[config.mk]
export PLATFORM = sky130hd
export DESIGN_NAME = dl_rr_arb4
export DESIGN_NICKNAME = d
export VERILOG_FILES = /design/src/rtl/dl_rr_arb4.sv
export SDC_FILE = /design/constraint.sdc
export NUM_CORES = 1
export LEC_CHECK = 0
export ABC_AREA = 1
export CAP_MARGIN = 25
export CORE_UTILIZATION = 35
export DETAILED_ROUTE_END_ITERATION = 12
export PLACE_DENSITY_LB_ADDON = 0.25
export SYNTH_ARGS = -nofsm -noshare
export SYNTH_HDL_FRONTEND = slang
export SYNTH_SLANG_ARGS = --single-unit
[constraint.sdc]
create_clock -name clk -period 3.2 [get_ports clk]
set_clock_uncertainty 0.05 [all_clocks]
set_input_delay 0.32 -clock clk [delete_from_list [all_inputs] [get_ports clk]]
set_output_delay 0.32 -clock clk [all_outputs]
set_load 0.02 [all_outputs]
[src/rtl/dl_rr_arb4.sv]
// Four-requester round-robin arbiter feeding a single-entry registered output stage.
// Rotating priority starts at prio_q; the winner's payload loads whenever the stage is empty or draining.
module dl_rr_arb4 #(
  parameter int NUM_BITS = 32
) (
  input  logic                clk,
  input  logic                rst_n,
  input  logic [3:0]          req_val,
  input  logic [NUM_BITS-1:0] req_data0,
  input  logic [NUM_BITS-1:0] req_data1,
  input  logic [NUM_BITS-1:0] req_data2,
  input  logic [NUM_BITS-1:0] req_data3,
  output logic [3:0]          req_rdy,
  output logic                out_val,
  output logic [NUM_BITS-1:0] out_data,
  output logic [1:0]          out_src,
  input  logic                out_rdy
);

  logic                out_val_q,  out_val_d;
  logic [NUM_BITS-1:0] out_data_q, out_data_d;
  logic [1:0]          out_src_q,  out_src_d;
  logic [1:0]          prio_q,     prio_d;

  logic                load_en;
  logic                any_req;
  logic [1:0]          winner;
  logic [NUM_BITS-1:0] win_data;

  assign load_en = !out_val_q || out_rdy;
  assign any_req = |req_val;

  // Scan upward from prio_q, wrapping mod 4; the first valid requester wins.
  always_comb begin
    logic       found;
    logic [1:0] idx;
    // NOTE: every variable gets a default before any branch so no latch is inferred.
    winner = prio_q;
    found  = 1'b0;
    idx    = prio_q;
    for (int k = 0; k < 4; k++) begin
      idx = prio_q + 2'(k);
      if (!found && req_val[idx]) begin
        winner = idx;
        found  = 1'b1;
      end
    end
  end

  always_comb begin
    case (winner)
      2'd0:    win_data = req_data0;
      2'd1:    win_data = req_data1;
      2'd2:    win_data = req_data2;
      default: win_data = req_data3;
    endcase
  end

  assign req_rdy = (load_en && any_req) ? (4'b0001 << winner) : 4'b0000;

  always_comb begin
    out_val_d  = out_val_q;
    out_data_d = out_data_q;
    out_src_d  = out_src_q;
    prio_d     = prio_q;
    if (load_en) begin
      out_val_d = any_req;
      if (any_req) begin
        out_data_d = win_data;
        out_src_d  = winner;
        prio_d     = winner + 2'd1;
      end
    end
  end

  // NOTE: sequential state uses non-blocking assignments so all flops update from pre-edge values.
  always_ff @(posedge clk or negedge rst_n) begin
    if (!rst_n) begin
      out_val_q  <= 1'b0;
      out_data_q <= '0;
      out_src_q  <= 2'd0;
      prio_q     <= 2'd0;
    end else begin
      out_val_q  <= out_val_d;
      out_data_q <= out_data_d;
      out_src_q  <= out_src_d;
      prio_q     <= prio_d;
    end
  end

  assign out_val  = out_val_q;
  assign out_data = out_data_q;
  assign out_src  = out_src_q;

endmodule
* Yosys cells after proc, flatten, opt, wreduce, memory -nomap -nowiden
Index checks and enable logic that the tools add are counted.
** Operators by class
- Add/subtract/negate cells :: 4
- $lt $le $gt $ge :: 4
- Equal/unequal tests :: 2
- Shifts and indexed selects :: 1
- Mux-type cells :: 16
- Reduce and logical (&&, ||, !) cells :: 12
** Operators by type and width (number)
- $pmux 32 s3 :: 1
- $lt 2x3->1 const B :: 4
- $bmux 1 s2 :: 4
- $mux 1 :: 7
- $mux 2 :: 3
- $add 2x1->2 const B :: 2
- $add 2x2->2 const B :: 2
- $logic_and 1x1->1 :: 4
- $logic_not 1->1 :: 4
- $mux 4 :: 1
- $reduce_or 4->1 :: 1
- $shl 1x2->4 const A :: 1
- $eq 2x1->1 const B :: 1
- $eq 2x2->1 const B :: 1
- $logic_not 2->1 :: 1
- $reduce_and 2->1 :: 1
- $logic_or 1x1->1 :: 1
** Storage, ports and cells
- Flip-flop bits (word level) :: 37
- Input bits :: 135
- Output and inout port bits :: 39

* Longest topological paths before layout
Gate-level depths: netlist (run 1).
- Word-level depth :: 14
- Gate-level depth with buffers :: 20

* Least setup slack after synthesis (run 1)
OpenSTA, ideal clock, no wires.
- Kind :: flip-flop to output port
- From :: reg prio_q[0]
- To :: out req_rdy[2]
- Arrival time :: 2.185 ns
- Required time :: 2.830 ns
- Setup slack :: 0.645 ns
- Stages on the path, launching flop included :: 18
- Cells stage by stage :: dfrtp_1 inv_2 buf_6 nand2_1 nand2_2 nand2_1 nand2_1 nand3_2 nand3_1 nand2_1 nand2_2 nand2_2 inv_2 ha_1 clkbuf_1 clkbuf_1 inv_1 nor2_1
** On the way
- Word-level cells in the longest chain between the ends :: 14
** Ends and longest elaborated chain
- from (decl) :: RTL line 23 : logic [1:0] prio_q, prio_d;
- from (signal assigned) :: RTL line 87 : prio_q <= prio_d;
- parallel branches: the longest is 11 deep, another holds $add 2x1->2
- $mux 2 * :: RTL line 43 : if (!found && req_val[idx]) begin
- via winner[1] :: RTL line 27 : logic [1:0] winner;
- $shl 1x2->4 * :: RTL line 59 : assign req_rdy = (load_en && any_req) ? (4'b0001 << winner) : 4'b0000;
- $mux 4 * :: RTL line 59
- to (decl) :: RTL line 13 : output logic [3:0] req_rdy,
Mark *: on every way through the listed nets, which the timed path passes. The select of a mux whose other input is x is not followed.

* Final worst setup path (run 1)
- From :: reg prio_q[0]
- To :: out req_rdy[1]
The elaborated chain is that of the path after synthesis.

==> results of run 1 <==
==> layer usage <==
| layer | GRT usage (%) | vias up | wire length [µm] |
|---|---|---|---|
| met1 | 24.3 | 1543 | 3460 |
| met3 | 6.81 | 16 | 663 |
| li1 | - | 1584 | - |
| met2 | 43.1 | 121 | 4920 |
| met4 | 7.62 | 0 | 183 |
| met5 | 0 | - | 0 |
==> per-stage QoR <==
stage	instances	total power, mW
after global routing	644	5.39
final	644	4.94
after CTS	644	5.00
after floorplan	385	3.31
after detailed placement	637	4.64
after global placement	637	4.52
==> power breakdown <==
part	total, mW	switching [mW]	internal [mW]
logic	3.75	2.26	1.48
registers	0.854	0.147	0.707
clock network	0.335	0.163	0.171
==> cells by family after synthesis <==
kind of cell | Yosys count
compound gates | 69
fa+ha+maj | 5
buf+inv | 45
flops | 37
simple gates | 229
==> layout by cell type, fill, tap and decap left out <==
cell type,netlist,layout
a21oi_4,0,1
o211ai_1,32,32
buf_2,2,1
nand4_1,1,1
nand2_2,14,14
nor2_1,4,4
a21oi_1,33,32
nand3_2,2,2
ha_1,5,5
nor4_2,1,1
nand2_4,1,1
o21ai_2,3,3
inv_1,12,12
dlymetal6s2s_1,0,4
clkdlybuf4s50_1,0,168
dfrtp_1,37,36
clkbuf_1,19,1
clkbuf_8,0,6
nor2_2,1,1
nand2_1,167,167
inv_2,4,3
nand3_1,38,38
o21ai_1,1,1
dfrtp_2,0,1
inv_4,0,1
buf_4,4,9
==> path summary, 6_finish.rpt <==
path                         startpoint      endpoint  slack (ns)  cells past startpoint
max in group asynchronous         rst_n     prio_q[0]        2.44                      1
min in group clk           out_data[19]  out_data[19]        0.43                      2
hold / removal                    rst_n  out_data[19]        0.07                      1
setup reg to reg              prio_q[0]  out_data[26]        0.57                     15
hold reg to reg            out_data[19]  out_data[19]        0.43                      2
setup / recovery              prio_q[0]    req_rdy[1]        0.49                     13
==> state kept, by name, indices dropped and copies added, names as in the netlist <==
signal,cells
out_data,32
prio_q,2
out_val,1
out_src,2
==> worst max-delay path, stage by stage, from the launching register on <==
cell and delay, ns:
dfrtp_2 0.51, inv_4 0.16, nand2_1 0.08, nand2_2 0.09, nand2_1 0.06, nand2_2 0.08
nand4_1 0.14, nand2_1 0.11, nand2_2 0.10, inv_1 0.12, ha_1 0.19, inv_1 0.05
nor2_1 0.09, dlymetal6s2s_1 0.26
==> final cells by class <==
type | instances | area, µm² | area share (%)
Timing Repair Buffer | 182 | 1800 | 40.2
Clock buffer | 7 | 86.3 | 1.92
Tap cell | 99 | 124 | 2.76
Inverter | 16 | 62.6 | 1.39
Sequential cell | 37 | 927 | 20.6
Multi-Input combinational cell | 303 | 1490 | 33.1
==> repair_timing <==
action                                  4_1_cts  5_1_grt
pin swaps                                     0        0
endpoints found under the setup margin        4        4
cloned                                        0        0
hold endpoints to repair                      0        0
gates resized for setup                       1        5
==> results.yml, run 1 <==
run_status:
  status: "finished, final reports clean"
setup_path:
  crit_arrival_ns: 2.34
  worstSetupStartpointType: "flop"
  end_kind: "primary output"
  worst-setup-path-type: "reg2out"
  cp_data_required_time_ns: 2.83
  cp_max_fo: 12
clocking:
  path_clk_slew_ns: 0.08
  cts-buffers-inserted: 5
  tritoncts: "yes"
  post_cts_buffers: 0
  cts.sink_count: 37
  postCtsHoldBufs: 0
  cts_root_buf: "clkbuf_8"
  htreeDepth: 2
  cts.path.max_buffers: 2
  insertion_delay_ns: 0.28
synth:
  synth-edff-count: 0
  synthSimpleGateAreaFrac_pct: 37.3
  yosysSeqAreaShare_pct: 35.4
  synth.area.top_cells: "dfrtp_1 (35%), nand2_1 (24%), o211ai_1 (9.2%)"
  syn_nets: 525
  netlist_area_um2: 2620
  synth_compound_area_share_pct: 16.7
  synth_xor_area_share_pct: 0
  synthTopCellsByCount: "nand2_1 (167), nand3_1 (38), dfrtp_1 (37), a21oi_1 (33), o211ai_1 (32)"
  yosysTopAreaCellShare_pct: 35.4
  synthDistinctLibCells: 21
  yosysWarningCount: 0
  synth.most_common_cell: "nand2_1"
  yosys_register_bits: 37
  muxShareOfSynthArea_pct: 0
  post-synth-top-area-cell: "dfrtp_1"
  syn_area_per_cell_um2: 6.80
  synthAdderAreaFrac_pct: 2.39
  synth_top_family_by_area: "simple AND/OR/NAND/NOR gates"
  ys.flop_type: "dfrtp_1"
  ys_async_sr_fraction_pct: 100
  synthCells: 385
power:
  power_density_nw_per_um2: 1100
  p_leak_nw: 2.06
  peakVddDrop_mv: 0.689
global_route:
  track_usage_pct: 22.9
  antenna_found_initial: 0
  grt_pass1_vias: 3006
  grt_pass1_wl_mm: 13.8
  overflow: 0
  grt_max_degree: 38
die:
  die_h_um: 88.5
  coreArea_um2: 7250
  initial_core_util_pct: 36.1
  rows: 31
  ios: 174
  die_area_um2: 7830
  die_w_um: 88.5
placed_design:
  gp_congestion: 0.785
  hpwl_mm: 6.76
  portBuffers: 173
  dp_slack_ns: 0.174
  placed_area_um2: 4390
timing:
  timing.fmax_mhz: 369
  hold_viol: 0
  tightest_slew_ns: 0.838
  drv_slew: 0
  timing.final.crit_share_pct: 84.7
  holdWs_ns: 0.0744
  layout_setup_ws_ns: 0.491
  fin_crit_ns: 2.71
  relSlewSlack_pct: 44.1
  rsz0062_at_grt: "false"
  setup_viol: 0
  fin_tns_setup_ns: 0
finish:
  design_area_um2: 4490
  finish.utilization_pct: 61.9
  area_delta_synth_final_pct: 71.6
  fillers: 648
  layout-drive-gt1-share_pct: 8.07
  diodes: 0
  nets: 685
drt:
  via_per_inst: 5.07
  first_pass_iters: 4
  vias: 3264
  drtIter0Drc: 67
  drc: 0
  ant_nets: 0
  wl_mm: 9.23
  avgRoutedWirePerCell_um: 14.3
min_path:
  hp-class: "in2async"
job:
  max_cap_violations: 0
(Power assumes the default switching activity.)
==> inputs of run 2 (changes only) <==
- CORE_UTILIZATION: 35 -> 33
- clock period: 3.2 -> 2.4 ns (I/O delays scaled with it)
==> results.yml, run 2 (synthesis gave the netlist of run 1 again) <==
timing:
  tightest_slew_ns: 0.843
  holdWs_ns: 0.0104
  relSlewSlack_pct: 43.8
  setup_viol: 10
  drv_slew: 0
  timing.fmax_mhz: 410
  fin_crit_ns: 2.44
  hold_viol: 0
  rsz0062_at_grt: "true"
  timing.final.crit_share_pct: 102
  layout_setup_ws_ns: -0.0416
drt:
  drc: 0
  ant_nets: 0
  routed.top_layer: "met4"
  avgRoutedWirePerCell_um: 14.3
  route.met2.wl_mm: 4.98
  via_per_inst: 4.83
  vias: 3221
  drtIter0Drc: 98
  wl_mm: 9.53
  first_pass_iters: 4
  route.met3.wl_um: 593
  wl_met1_mm: 3.83
power:
  p_leak_nw: 2.15
  pwr-share-comb_pct: 79.6
  peakVddDrop_mv: 1.05
  seqPwrFrac_pct: 14.8
  power_density_nw_per_um2: 1560
  internal_power_mw: 3.80
  p_sw_share_pct: 50.5
  power_switching_mw: 3.88
  clockPowerShare_pct: 5.5
global_route:
  overflow: 0
  grt_max_degree: 38
  grt_pass1_vias: 3089
  track_usage_pct: 22.1
  grt_pass1_wl_mm: 14.7
  antenna_found_initial: 0
clocking:
  tritoncts: "yes"
  cts.sink_count: 37
  cts-buffers-inserted: 5
  insertion_delay_ns: 0.28
  path_clk_slew_ns: 0.07
  cts.path.max_buffers: 2
  htreeDepth: 2
  postCtsHoldBufs: 0
  cts_root_buf: "clkbuf_8"
setup_path:
  rrSetupSlack_ns: -0.03
  cp_max_fo: 6
  r2r_cells: 17
  crit_arrival_ns: 2.15
  crit_chain: "buf_6 > nand2_1 > nand3_2 > nand2_4 > nand3_2 > nor2_4 > nand2_1 > nand2_2 > buf_4 > ha_4 > inv_2 > nor2_2 > buf_6"
  cpPeakStageDelay_ns: 0.47
  worstSetupStartpointType: "flop"
  reg2reg_from: "prio_q[0]"
  cp_data_required_time_ns: 2.11
  crit_slowest_cell: "dfrtp_2"
  worst-setup-path-type: "reg2out"
  end_kind: "primary output"
  worstReg2RegEnd: "out_data[18]"
die:
  ios: 174
  die_w_um: 91.1
  die_h_um: 91.1
  initial_core_util_pct: 34.0
  coreArea_um2: 7690
  rows: 32
  die_area_um2: 8290
placed_design:
  gp_congestion: 0.868
  placed_area_um2: 4540
  portBuffers: 173
  hpwl_mm: 6.96
  dp_slack_ns: -0.420
finish:
  fillers: 715
  layout-drive-gt1-share_pct: 20.4
  largest_register_ffs: 32
  area_delta_synth_final_pct: 88.4
  diodes: 0
  nets: 704
  finish.utilization_pct: 64.1
  layout_common_cells: "clkdlybuf4s50_1 (168), nand2_1 (160), dfrtp_1 (35), nand3_1 (33), o211ai_1 (32)"
  layout_commonest_cell: "clkdlybuf4s50_1"
  design_area_um2: 4930
min_path:
  hp-class: "in2async"
run_status:
  violations: "setup timing"
  status: "complete, but fails checks"
job:
  max_cap_violations: 0
==> run 2: worst max-delay path by stage <==
stage	from	end	slack (ns)	cells after the start
global placement	req_val[1]	req_rdy[2]	-0.32	17
finish	prio_q[0]	req_rdy[2]	-0.04	13
floorplan	prio_q[0]	req_rdy[2]	-0.01	17
CTS	prio_q[0]	req_rdy[2]	-0.02	15
detailed placement	req_val[0]	req_rdy[2]	-0.42	17
global route	prio_q[0]	out_data[0]	-0.21	17
==> run 2: cell type report <==
| class | count | area [µm²] | share of cell area [%] |
|---|---|---|---|
| clock buffer | 6 | 72.6 | 1.47 |
| inverter | 16 | 70.1 | 1.42 |
| tap | 102 | 128 | 2.59 |
| clock inverter | 2 | 10.0 | 0.203 |
| timing repair inverter | 1 | 5.00 | 0.101 |
| multi-input combinational | 303 | 1720 | 34.9 |
| timing repair buffer | 200 | 1990 | 40.4 |
| sequential | 37 | 928 | 18.8 |
==> run 2: power by group through the flow <==
| stage | clock network [mW] | registers, mW | logic [mW] |
|---|---|---|---|
| final | 0.426 | 1.14 | 6.12 |
| after detailed placement | 0 | 1.13 | 5.25 |
| after global placement | 0 | 1.12 | 5.14 |
| after floorplan | 0 | 1.45 | 2.98 |
| after CTS | 0.437 | 1.13 | 5.37 |
| after global routing | 0.462 | 1.18 | 6.70 |
==> run 2: stage by stage <==
| stage | setup TNS, ns | total power, mW | instances |
|---|---|---|---|
| after detailed placement | -9.54 | 6.38 | 655 |
| after floorplan | -0.0131 | 4.43 | 385 |
| after global routing | -6.04 | 8.34 | 667 |
| final | -0.174 | 7.69 | 667 |
| after global placement | -5.70 | 6.27 | 655 |
| after CTS | -0.0225 | 6.94 | 664 |
==> run 2: worst max-delay path: cells and delay by family, from the launching register on <==
family	cells	cell delay, ns
flip-flops	1	0.47
adder cells (fa/ha/maj)	1	0.15
buffers and inverters	4	0.45
AND/OR/NAND/NOR	8	0.79
==> run 2: per-layer routing <==
metal,GRT usage [%],up-vias
li1,-,1621
met1,26.0,1485
met2,39.6,107
met3,5.95,8
met4,5.69,0
met5,0,-
==> run 2: timing repair <==
| action | in CTS | in global routing |
|---|---|---|
| gates cloned | 0 | 1 |
| gates resized for setup | 35 | 60 |
| setup buffers | 1 | 2 |
| pin swaps | 6 | 16 |
| endpoints found under the hold margin | 0 | 0 |
| endpoints found under the setup margin | 36 | 36 |
==> inputs of run 3 (changes only) <==
- HOLD_SLACK_MARGIN: default -> 0.1
- TNS_END_PERCENT: default -> 10
==> results.yml, run 3 (synthesis gave the netlist of run 1 again) <==
global_route:
  grt_pass1_wl_mm: 15.1
  grt_pass1_vias: 3172
  overflow: 0
  grt_max_degree: 38
  antenna_found_initial: 0
  track_usage_pct: 22.8
finish:
  largest_register_ffs: 32
  fin_cells: 670
  area_delta_synth_final_pct: 85.2
  design_area_um2: 4850
  diodes: 0
  nets: 707
  layout_commonest_cell: "clkdlybuf4s50_1"
  layout_common_cells: "clkdlybuf4s50_1 (168), nand2_1 (165), nand3_1 (36), dfrtp_1 (35), o211ai_1 (32)"
  layout-drive-gt1-share_pct: 16.9
  finish.utilization_pct: 63.1
setup_path:
  rrSetupSlack_ns: -0.03
  worstReg2RegEnd: "out_data[14]"
  r2r_cells: 17
  cp-endpoint: "req_rdy[1]"
  cp_data_required_time_ns: 2.11
  crit_family: "simple AND/OR/NAND/NOR gates"
  crit_chain: "buf_6 > nand2_2 > nand2_1 > nand2_1 > nand2_2 > inv_1 > nand4_1 > nand2_1 > nand2_2 > inv_2 > ha_2 > inv_1 > nor2_2 > buf_4"
  cpPeakStageDelay_ns: 0.45
  crit_slowest_cell: "dfrtp_2"
  cp-startpoint: "prio_q[0]"
  worst-setup-path-type: "reg2out"
  cp_num_cells: 14
  cp_max_fo: 5
  crit_buf_inv: 5
  reg2reg_from: "prio_q[0]"
  crit_arrival_ns: 2.14
  end_kind: "primary output"
  worstSetupStartpointType: "flop"
drt:
  drc: 0
  avgRoutedWirePerCell_um: 14.1
  via_per_inst: 4.86
  first_pass_iters: 4
  vias: 3256
  wl_mm: 9.42
  drtIter0Drc: 100
  ant_nets: 0
clocking:
  cts-buffers-inserted: 5
  htreeDepth: 2
  insertion_delay_ns: 0.28
  cts.path.max_buffers: 2
  cts_root_buf: "clkbuf_8"
  cts.sink_count: 37
  path_clk_slew_ns: 0.08
  tritoncts: "yes"
placed_design:
  place_inst: 658
  hpwl_mm: 6.88
  gp_congestion: 0.857
  dp_slack_ns: -0.423
  placed_area_um2: 4550
  portBuffers: 173
timing:
  hold_viol: 0
  fin_crit_ns: 2.43
  drv_slew: 0
  holdWs_ns: 0.429
  tightest_slew_ns: 0.824
  timing.final.crit_share_pct: 101
  relSlewSlack_pct: 45.1
  timing.fmax_mhz: 412
  rsz0062_at_grt: "true"
  layout_setup_ws_ns: -0.0287
  fin_tns_setup_ns: -0.0586
  setup_viol: 3
die:
  die_w_um: 91.1
  coreArea_um2: 7690
  die_h_um: 91.1
  initial_core_util_pct: 34.0
  rows: 32
  die_area_um2: 8290
  ios: 174
power:
  power_density_nw_per_um2: 1540
  seqPwrFrac_pct: 15.0
  power_switching_mw: 3.71
  internal_power_mw: 3.76
  peakVddDrop_mv: 1.04
  p_sw_share_pct: 49.6
  clockPowerShare_pct: 7.4
  finalPower_mw: 7.47
  p_leak_nw: 2.15
  pwr-share-comb_pct: 77.6
job:
  max_cap_violations: 0
run_status:
  status: "complete, but fails checks"
  violations: "setup timing"
min_path:
  hp-class: "reg2reg"
==> run 3: cell types whose count changed in the layout (fill, tap and decap cells not counted), sizes merged <==
cell	previous run	this run
buf	32	35
bufinv	0	1
clkbuf	6	7
clkinv	4	1
dlygate4sd3	0	1
==> run 3: cell type report <==
cell class	count	area (µm²)
clock inverters	1	30.0
inverters	16	67.6
clock buffers	7	86.3
repair buffers	204	2000
well taps	102	128
flip-flops and latches	37	928
multi-input cells	303	1610
fillers	693	2840
==> run 3: layer usage <==
metal	track usage (%)	vias up	routed length, µm
met2	42.0	115	4980
met1	26.3	1502	3710
met4	5.16	0	119
met5	0	-	0
met3	5.95	11	617
li1	-	1628	-
==> run 3: power groups by stage <==
| stage | combinational [mW] | sequential (mW) | clock, mW |
|---|---|---|---|
| 6_report | 5.80 | 1.12 | 0.557 |
| 5_1_grt | 6.39 | 1.16 | 0.603 |
| 4_1_cts | 5.39 | 1.12 | 0.572 |
| 3_5_place_dp | 5.28 | 1.11 | 0 |
| 3_3_place_gp | 5.22 | 1.10 | 0 |
| 2_1_floorplan | 2.98 | 1.45 | 0 |
==> run 3: what timing repair did <==
item                                    in CTS  in global routing
endpoints found under the hold margin       37                  0
endpoints found under the setup margin      36                 36
buffers inserted                             2                  0
gates cloned                                 1                  0
hold buffers                                 1                  0
gates resized for setup                     27                 37
pin swaps                                    2                  9
==> run 3: worst min path at each step <==
stage	start	endpoint	slack, ns	cells after the start
floorplan	rst_n	out_data[0]	-0.11	0
global placement	rst_n	out_data[28]	0.34	1
detailed placement	rst_n	out_data[25]	0.34	1
CTS	out_data[24]	out_data[24]	0.43	2
global route	out_data[18]	out_data[18]	0.45	2
finish	out_data[18]	out_data[18]	0.43	2
==> run 3: worst register-to-register path, cell delays in order, from the launching register on <==
cell and delay, ns:
dfrtp_2 0.45, buf_6 0.15, nand2_2 0.06, nand2_1 0.05, nand2_1 0.06, nand2_2 0.08, buf_4 0.14, nor2_2 0.11
nand2_1 0.12, nand2_4 0.12, inv_4 0.05, buf_4 0.14, ha_4 0.17, buf_8 0.16, a21oi_1 0.13, nand3_1 0.11
o211ai_1 0.12, nand2_1 0.07
